===== src/rtl/shift_issue_if.sv =====
// rtl/shift_issue_if.sv - request and result streams of the shift issue stage
interface shift_issue_if #(
    parameter int W = 32
);
    logic         in_valid;
    logic         in_ready;
    logic [W-1:0] in_data;
    logic [4:0]   in_shamt;
    logic [1:0]   in_op;
    logic         out_valid;
    logic         out_ready;
    logic [W-1:0] out_data;

    modport master (
        output in_valid, in_data, in_shamt, in_op, out_ready,
        input  in_ready, out_valid, out_data
    );

    modport slave (
        input  in_valid, in_data, in_shamt, in_op, out_ready,
        output in_ready, out_valid, out_data
    );
endinterface


===== src/rtl/shift_issue_stage.sv =====
// rtl/shift_issue_stage.sv - two-stage issue/capture wrapper around the external sra_module
// Optional completed-operation counter enabled by SHIFT_ISSUE_CNT_EN.
module shift_issue_stage #(
    parameter int W     = 32,
    parameter int CNT_W = 16
) (
    input  logic             clk,
    input  logic             rst_n,
    shift_issue_if.slave     bus,
    output logic [W-1:0]     sh_inp,
    output logic [4:0]       sh_sel,
    input  logic [W-1:0]     sh_out,
    output logic [CNT_W-1:0] op_count
);
    localparam logic [1:0]   OP_SRA  = 2'b00;
    localparam logic [1:0]   OP_SRL  = 2'b01;
    localparam logic [1:0]   OP_SLL  = 2'b10;
    localparam logic [1:0]   OP_PASS = 2'b11;
    localparam logic [W-1:0] ONES    = '1;

    function automatic logic [W-1:0] bit_rev(input logic [W-1:0] v);
        logic [W-1:0] r;
        for (int i = 0; i < W; i++) r[i] = v[W-1-i];
        return r;
    endfunction

    logic         s1_valid;
    logic [W-1:0] s1_data;
    logic [4:0]   s1_shamt;
    logic [1:0]   s1_op;
    logic         out_valid_q;
    logic [W-1:0] out_data_q;
    logic [W-1:0] result;
    logic         in_fire;
    logic         s2_load;

    assign bus.in_ready  = !s1_valid || !out_valid_q || bus.out_ready;
    assign bus.out_valid = out_valid_q;
    assign bus.out_data  = out_data_q;
    assign in_fire       = bus.in_valid && bus.in_ready;
    assign s2_load       = s1_valid && (!out_valid_q || bus.out_ready);

    // SLL reuses the arithmetic right shifter by mirroring the operand around it.
    always_comb begin
        sh_inp = '0;
        sh_sel = '0;
        if (s1_valid) begin
            sh_inp = (s1_op == OP_SLL) ? bit_rev(s1_data) : s1_data;
            sh_sel = (s1_op == OP_PASS) ? 5'd0 : s1_shamt;
        end
    end

    always_comb begin
        result = sh_out;
        case (s1_op)
            OP_SRA:  result = sh_out;
            OP_SRL:  result = sh_out & (ONES >> s1_shamt);
            OP_SLL:  result = bit_rev(sh_out) & (ONES << s1_shamt);
            default: result = s1_data;
        endcase
    end

    always_ff @(posedge clk or negedge rst_n) begin
        if (!rst_n) begin
            s1_valid <= 1'b0;
            s1_data  <= '0;
            s1_shamt <= '0;
            s1_op    <= '0;
        end else if (in_fire) begin
            s1_valid <= 1'b1;
            s1_data  <= bus.in_data;
            s1_shamt <= bus.in_shamt;
            s1_op    <= bus.in_op;
        end else if (s2_load) begin
            s1_valid <= 1'b0;
        end
    end

    always_ff @(posedge clk or negedge rst_n) begin
        if (!rst_n) begin
            out_valid_q <= 1'b0;
            out_data_q  <= '0;
        end else if (s2_load) begin
            out_valid_q <= 1'b1;
            out_data_q  <= result;
        end else if (bus.out_ready) begin
            out_valid_q <= 1'b0;
        end
    end

`ifdef SHIFT_ISSUE_CNT_EN
    logic             out_fire;
    logic [CNT_W-1:0] cnt_q;

    assign out_fire = out_valid_q && bus.out_ready;

    always_ff @(posedge clk or negedge rst_n) begin
        if (!rst_n) begin
            cnt_q <= '0;
        end else if (out_fire) begin
            cnt_q <= cnt_q + 1'b1;
        end
    end

    assign op_count = cnt_q;
`else
    assign op_count = '0;
`endif
endmodule


===== src/flat_wrapper.sv =====
// flat-port wrapper written by rule: the top's interface ports become plain ports
module shift_issue_stage_flat 
#(
    parameter int W     = 32,
    parameter int CNT_W = 16
)
  (clk, rst_n, sh_inp, sh_sel, sh_out, op_count, bus_in_valid, bus_in_data, bus_in_shamt, bus_in_op, bus_out_ready, bus_in_ready, bus_out_valid, bus_out_data);
  shift_issue_if #(.W(W)) bus_i ();
  input  logic clk;
  input  logic rst_n;
  output logic [W-1:0] sh_inp;
  output logic [4:0] sh_sel;
  input  logic [W-1:0] sh_out;
  output logic [CNT_W-1:0] op_count;
  input wire logic [$bits(bus_i.in_valid)-1:0] bus_in_valid;
  input wire logic [$bits(bus_i.in_data)-1:0] bus_in_data;
  input wire logic [$bits(bus_i.in_shamt)-1:0] bus_in_shamt;
  input wire logic [$bits(bus_i.in_op)-1:0] bus_in_op;
  input wire logic [$bits(bus_i.out_ready)-1:0] bus_out_ready;
  output wire logic [$bits(bus_i.in_ready)-1:0] bus_in_ready;
  output wire logic [$bits(bus_i.out_valid)-1:0] bus_out_valid;
  output wire logic [$bits(bus_i.out_data)-1:0] bus_out_data;
  assign bus_i.in_valid = bus_in_valid;
  assign bus_i.in_data = bus_in_data;
  assign bus_i.in_shamt = bus_in_shamt;
  assign bus_i.in_op = bus_in_op;
  assign bus_i.out_ready = bus_out_ready;
  assign bus_in_ready = bus_i.in_ready;
  assign bus_out_valid = bus_i.out_valid;
  assign bus_out_data = bus_i.out_data;
  shift_issue_stage #(.W(W), .CNT_W(CNT_W)) u_core (.clk(clk), .rst_n(rst_n), .bus(bus_i), .sh_inp(sh_inp), .sh_sel(sh_sel), .sh_out(sh_out), .op_count(op_count));
endmodule

===== config.mk =====
export PLATFORM = sky130hd
export DESIGN_NAME = shift_issue_stage_flat
export DESIGN_NICKNAME = d
export VERILOG_FILES = /design/src/rtl/shift_issue_if.sv /design/src/rtl/shift_issue_stage.sv /design/src/flat_wrapper.sv
export SDC_FILE = /design/constraint.sdc
export NUM_CORES = 1
export LEC_CHECK = 0
export BUFFER_PORTS_ARGS = -buffer_cell sky130_fd_sc_hd__buf_2
export CORE_MARGIN = 3
export CORE_UTILIZATION = 45
export CTS_BUF_LIST = sky130_fd_sc_hd__clkbuf_2
export DETAILED_ROUTE_END_ITERATION = 16
export PLACE_DENSITY = 0.73
export SETUP_SLACK_MARGIN = 0.15
export SYNTH_ARGS = -nofsm -noshare
export SYNTH_HDL_FRONTEND = slang
export SYNTH_SLANG_ARGS = --single-unit

===== constraint.sdc =====
create_clock -name clk -period 1.6 [get_ports clk]
set_input_delay 0.08 -clock clk [delete_from_list [all_inputs] [get_ports clk]]
set_output_delay 0.08 -clock clk [all_outputs]
set_load 0.02 [all_outputs]

# --- After elaboration in Yosys (flattened, before gate mapping) ---
# Index checks and enable logic that the tools add are counted.
# W data, S select, Z words.
totals:
  ff_bits: 73
  output_inout_bits: 87
  wordCells: 32
classes:
  n_eq_ne: 3
  n_shift: 2
  muxes: 9
  bitwise: 2
  n_reduce_logical: 10
ops:
  columns: ["op", "count"]
  rows:
  - ["$pmux W32 S3", 1]
  - ["$and A32 B32 Y32", 2]
  - ["$mux W32", 2]
  - ["$shl A32 B5 Y32 const A", 1]
  - ["$shr A32 B5 Y32 const A", 1]
  - ["$mux W5", 2]
  - ["$eq A2 B2 Y1 const B", 2]
  - ["$mux W1", 4]
  - ["$reduce_bool A2 Y1", 2]
  - ["$logic_or A1 B1 Y1", 3]
  - ["$eq A2 B1 Y1 const B", 1]
  - ["$logic_and A1 B1 Y1", 2]
  - ["$logic_not A1 Y1", 2]
  - ["$logic_not A2 Y1", 1]

# --- Logic depth before layout (Yosys ltp) ---
logic_depth:
  word_depth: 5
  ltp_mapped: 6
  mapped_depth_nobuf: 4

# --- Worst setup path before layout ---
# OpenSTA, ideal clock, no wires.
synth_path:
  kind: "register to register"
  from: "register u_core.out_valid_q, in the netlist u_core.bus.out_valid"
  to: "register u_core.s1_data[26]"
  setup_ns: 0.125
  arrival_ns: 1.558
  required_time_ns: 1.475
  slack_ns: -0.083
  path_stages_with_launch: 6
  cell_sequence: "dfrtp_1 > nand3b_1 > nand2_1 > buf_4 > buf_4 > mux2_2"
synth_between:
  elab_chain_len: 4
synth_rtl:
  columns: ["item", "line", "rtl"]
  rows:
  - ["start, declared", "shift_issue_stage.sv:31", "logic out_valid_q;"]
  - ["start signal, assigned", "shift_issue_stage.sv:81", "out_valid_q <= 1'b0;"]
  - ["start signal, assigned", "shift_issue_stage.sv:84", "out_valid_q <= 1'b1;"]
  - ["start signal, assigned", "shift_issue_stage.sv:87", "out_valid_q <= 1'b0;"]
  - ["$logic_not A1 Y1", "shift_issue_stage.sv:37", "assign bus.in_ready = !s1_valid || !out_valid_q || bus.out_ready;"]
  - ["$logic_or A1 B1 Y1 (2 in series)", "shift_issue_stage.sv:37", null]
  - ["via bus_in_ready", "flat_wrapper.sv:20", "output wire logic [$bits(bus_i.in_ready)-1:0] bus_in_ready;"]
  - ["$logic_and A1 B1 Y1", "shift_issue_stage.sv:40", "assign in_fire = bus.in_valid && bus.in_ready;"]
  - ["end signal, assigned", "shift_issue_stage.sv:71", "s1_data <= bus.in_data;"]
  - ["end, declared", "shift_issue_stage.sv:28", "logic [W-1:0] s1_data;"]
# The timed path passes the listed nets, and every way through them passes these cells.
# A chain may end at the register's enable or synchronous reset.

# --- Final worst setup path ---
layout_path:
  from: "register u_core.s1_op[0]"
  to: "output sh_inp[15]"
layout_between:
  elab_chain_len: 3
layout_rtl:
  columns: ["item", "line", "rtl"]
  rows:
  - ["start, declared", "shift_issue_stage.sv:30", "logic [1:0] s1_op;"]
  - ["start signal, assigned", "shift_issue_stage.sv:73", "s1_op <= bus.in_op;"]
  - ["$eq A2 B2 Y1", "shift_issue_stage.sv:48", "sh_inp = (s1_op == OP_SLL) ? bit_rev(s1_data) : s1_data;"]
  - ["$mux W32", "shift_issue_stage.sv:48", null]
  - ["$mux W32", "shift_issue_stage.sv:47", "if (s1_valid) begin"]
  - ["end, declared", "flat_wrapper.sv:11", "output logic [W-1:0] sh_inp;"]
# No other way between the ends.

==> results.yml <==
global_route:
  grt_use_total: 0.347
  grt.met1_usage: 0.446
  use_met2: 0.563
  grt_use_met3: 0.0774
  grt_pass1_vias: 5748
  grt_remaining_overflow: 0
  antenna_found_initial: 0
  grt.busiest_layer: "met2"
  grt_start_max_net_pins: 38
  grt_first_pass_wirelength_mm: 31.2
clock_network:
  cts_buffers: 9
  cts_max_level: 3
  clock_latency_ns: 0.51
  cts_buffer_depth: 2
  cts_sinks: 73
  cts-root-buf: "clkbuf_2"
  clkTransAtPathRegs_ns: 0.22
  tritoncts: "done"
floorplan:
  die_area_um2: 11600
  rows: 36
  io_pins: 162
  fp.dieH_um: 108
  initial_core_util: 0.468
  chipWidth_um: 108
  core_um2: 9910
worst_setup_path:
  required_ns: 1.52
  startpoint_type: "flop"
  slowest_stage: "dfrtp_1"
  r2r_end: "u_core.bus.out_data[27]"
  worstPathMaxFanout: 5
  rr_worst_depth: 8
  cp-end-kind: "output port"
  crit_buf_inv: 4
  worstSetupPathType: "flop to output port"
  cp_common_cell: "buf_4"
  crit_chain: "buf_6 > nor2_4 > buf_4 > clkbuf_16 > nand2_2 > a21boi_2 > buf_4"
  max_stage_delay_ns: 0.47
  r2r_setup_slack_ns: -0.21
  arrival_ns: 1.96
  cpLargestDelayFamily: "buffers and inverters"
  r2r_start: "u_core.s1_op[1]"
power_and_ir_drop:
  ir_worst_vdd_uv: 579
  leakagePower_uw: 0.00378
  power.density_nw_per_um2: 1050
sta:
  drv_slew: 0
  rsz0062_at_grt: "yes"
  setup_violations: 59
  timing.fmax_mhz: 491
  fin_ws_ns: -0.437
  clock_skew_ns: 0.0244
  finalCritPeriodShare: 1.27
  hold_violations: 0
  final.min_clock_period_ns: 2.04
synth:
  synth_cell_type_count: 57
  avgSynthCellArea_um2: 8.92
  synth_area_um2: 4640
  synth_ff_type: "dfrtp_1"
  ys_seq_area_frac: 0.394
  synth_area_leader_cell: "dfrtp_1"
  synth-edff-count: 0
  synth.area.top_cells: "dfrtp_1 39%, mux2_2 9.7%, nand2_1 7.6%"
  synthArstFlopShare: 1.00
  ys_ff_latch: 73
  postSynthCellCount: 520
  synth_top_area_frac: 0.394
  ys_warn_count: 0
placement:
  gp_congestion: 0.912
  pre_cts_ws_ns: -0.0519
  port_buffers: 145
  hpwl_mm: 11.1
drt:
  drt_pass1_iterations: 7
  ant_nets: 0
  drc_errors: 0
  drtIter0Drc: 677
  wire_per_inst_um: 25.5
  dr_total_vias: 6083
  viasPerCell: 6.47
  wl_mm: 24.0
status:
  status: "finished, violations left"
  violations: "negative setup slack"
layout:
  drive_gt1_frac: 0.546
  area.growth.synth_to_final_pct: 81.7
  diodes: 0
  fin_nets: 879
  postLayoutCoreUtil: 0.851
  fillerInstances: 465
run:
  cap_violations: 0
min_path:
  hold_class: "input port to async pin"
-- cell type report --
type                    instances  area, um^2  share of cell area
clock buffers                  10        50.0             0.00594
clock inverters                 4        71.3             0.00846
inverters                       3        21.3             0.00252
multi-input cells             394        3280               0.389
flip-flops and latches         73        1830               0.218
well taps                     133         166              0.0197
repair buffers                323        3010               0.357
-- how the worst max path moves through the flow --
stage / startpoint / endpoint / cells after the start
3_5_place_dp: u_core.s1_op[1] / u_core.bus.out_data[24] / 6
5_1_grt: u_core.s1_op[0] / sh_inp[15] / 7
3_3_place_gp: u_core.s1_op[1] / u_core.bus.out_data[24] / 6
4_1_cts: u_core.s1_op[1] / sh_inp[26] / 7
2_1_floorplan: u_core.bus.out_valid / u_core.s1_data[26] / 5
6_report: u_core.s1_op[0] / sh_inp[15] / 7
-- where the power goes --
part	total, uW	internal (uW)	switching, uW
combinational	5030	2390	2650
sequential	2670	2210	459
clock	1170	502	670
total	8880	5100	3780
-- placed cells by master (no fill, tap or decap), types with 7 or more instances in the layout --
master         count
buf_2            106
nand3_1           13
o211ai_1          10
a22o_1             9
buf_16             7
dfrtp_1           67
conb_1            16
mux2_2            28
mux2_4            12
a31oi_1            8
nor2_1            23
dlygate4sd3_1     68
nand2_2           12
buf_6             50
buf_4             65
o21ai_1            8
nand2_4            7
buf_12            16
nand2_1           74
and3_4             7
clkbuf_2          10
a21boi_2          31
a21oi_1           21
-- per-layer routing --
layer | routed length [um] | part of all wire
met4 | 1670 | 0.069
met3 | 2740 | 0.11
met5 | 0 | 0
met2 | 11100 | 0.46
met1 | 8450 | 0.35
-- synth_stat cells (8+ instances only) --
master and n:
a21boi_0 32, a21oi_1 27, a22o_1 9, a31oi_1 9, and3_1 8, buf_2 23
buf_4 20, clkbuf_1 16, dfrtp_1 73, mux2_2 40, nand2_1 94, nand3_1 14
nor2_1 32, o211ai_1 10, o21ai_0 21
-- logic make-up after synthesis --
kind of cell	Yosys count	share of synthesized area
multiplexers	44	0.106
AO/OA/AOI/OAI	156	0.242
flip-flops	73	0.394
buffers and inverters	68	0.0839
AND/OR/NAND/NOR	178	0.174
other	1	0.000808
-- per-stage QoR --
stage	TNS, ns	power (uW)	hold slack, ns	cell area (um^2)	std cells
after global placement	-0.0215	5600	0.0668	5850	796
final	-16.09	8880	0.0160	8430	940
after detailed placement	-0.0869	5680	0.0650	5850	796
after global routing	-19.67	9120	0.0119	8430	940
after CTS	-13.04	7840	0.00747	7710	918
after floorplan	0	4520	-0.216	4860	535
-- sequential cells by signal (all words and copies together), names as in the netlist --
register,cells
u_core.bus.out_valid,1
u_core.bus.out_data,32
u_core.s1_shamt,5
u_core.s1_valid,1
u_core.s1_data,32
u_core.s1_op,2
-- what timing repair did --
item,4_1_cts,5_1_grt
buffers inserted,31,17
pin swaps,55,55
setup endpoints to repair,68,87
hold endpoints to repair,139,0
gates resized for setup,169,102
cloned,9,5
hold buffers,68,0
No activity file was read; power rests on OpenSTA's default activity.
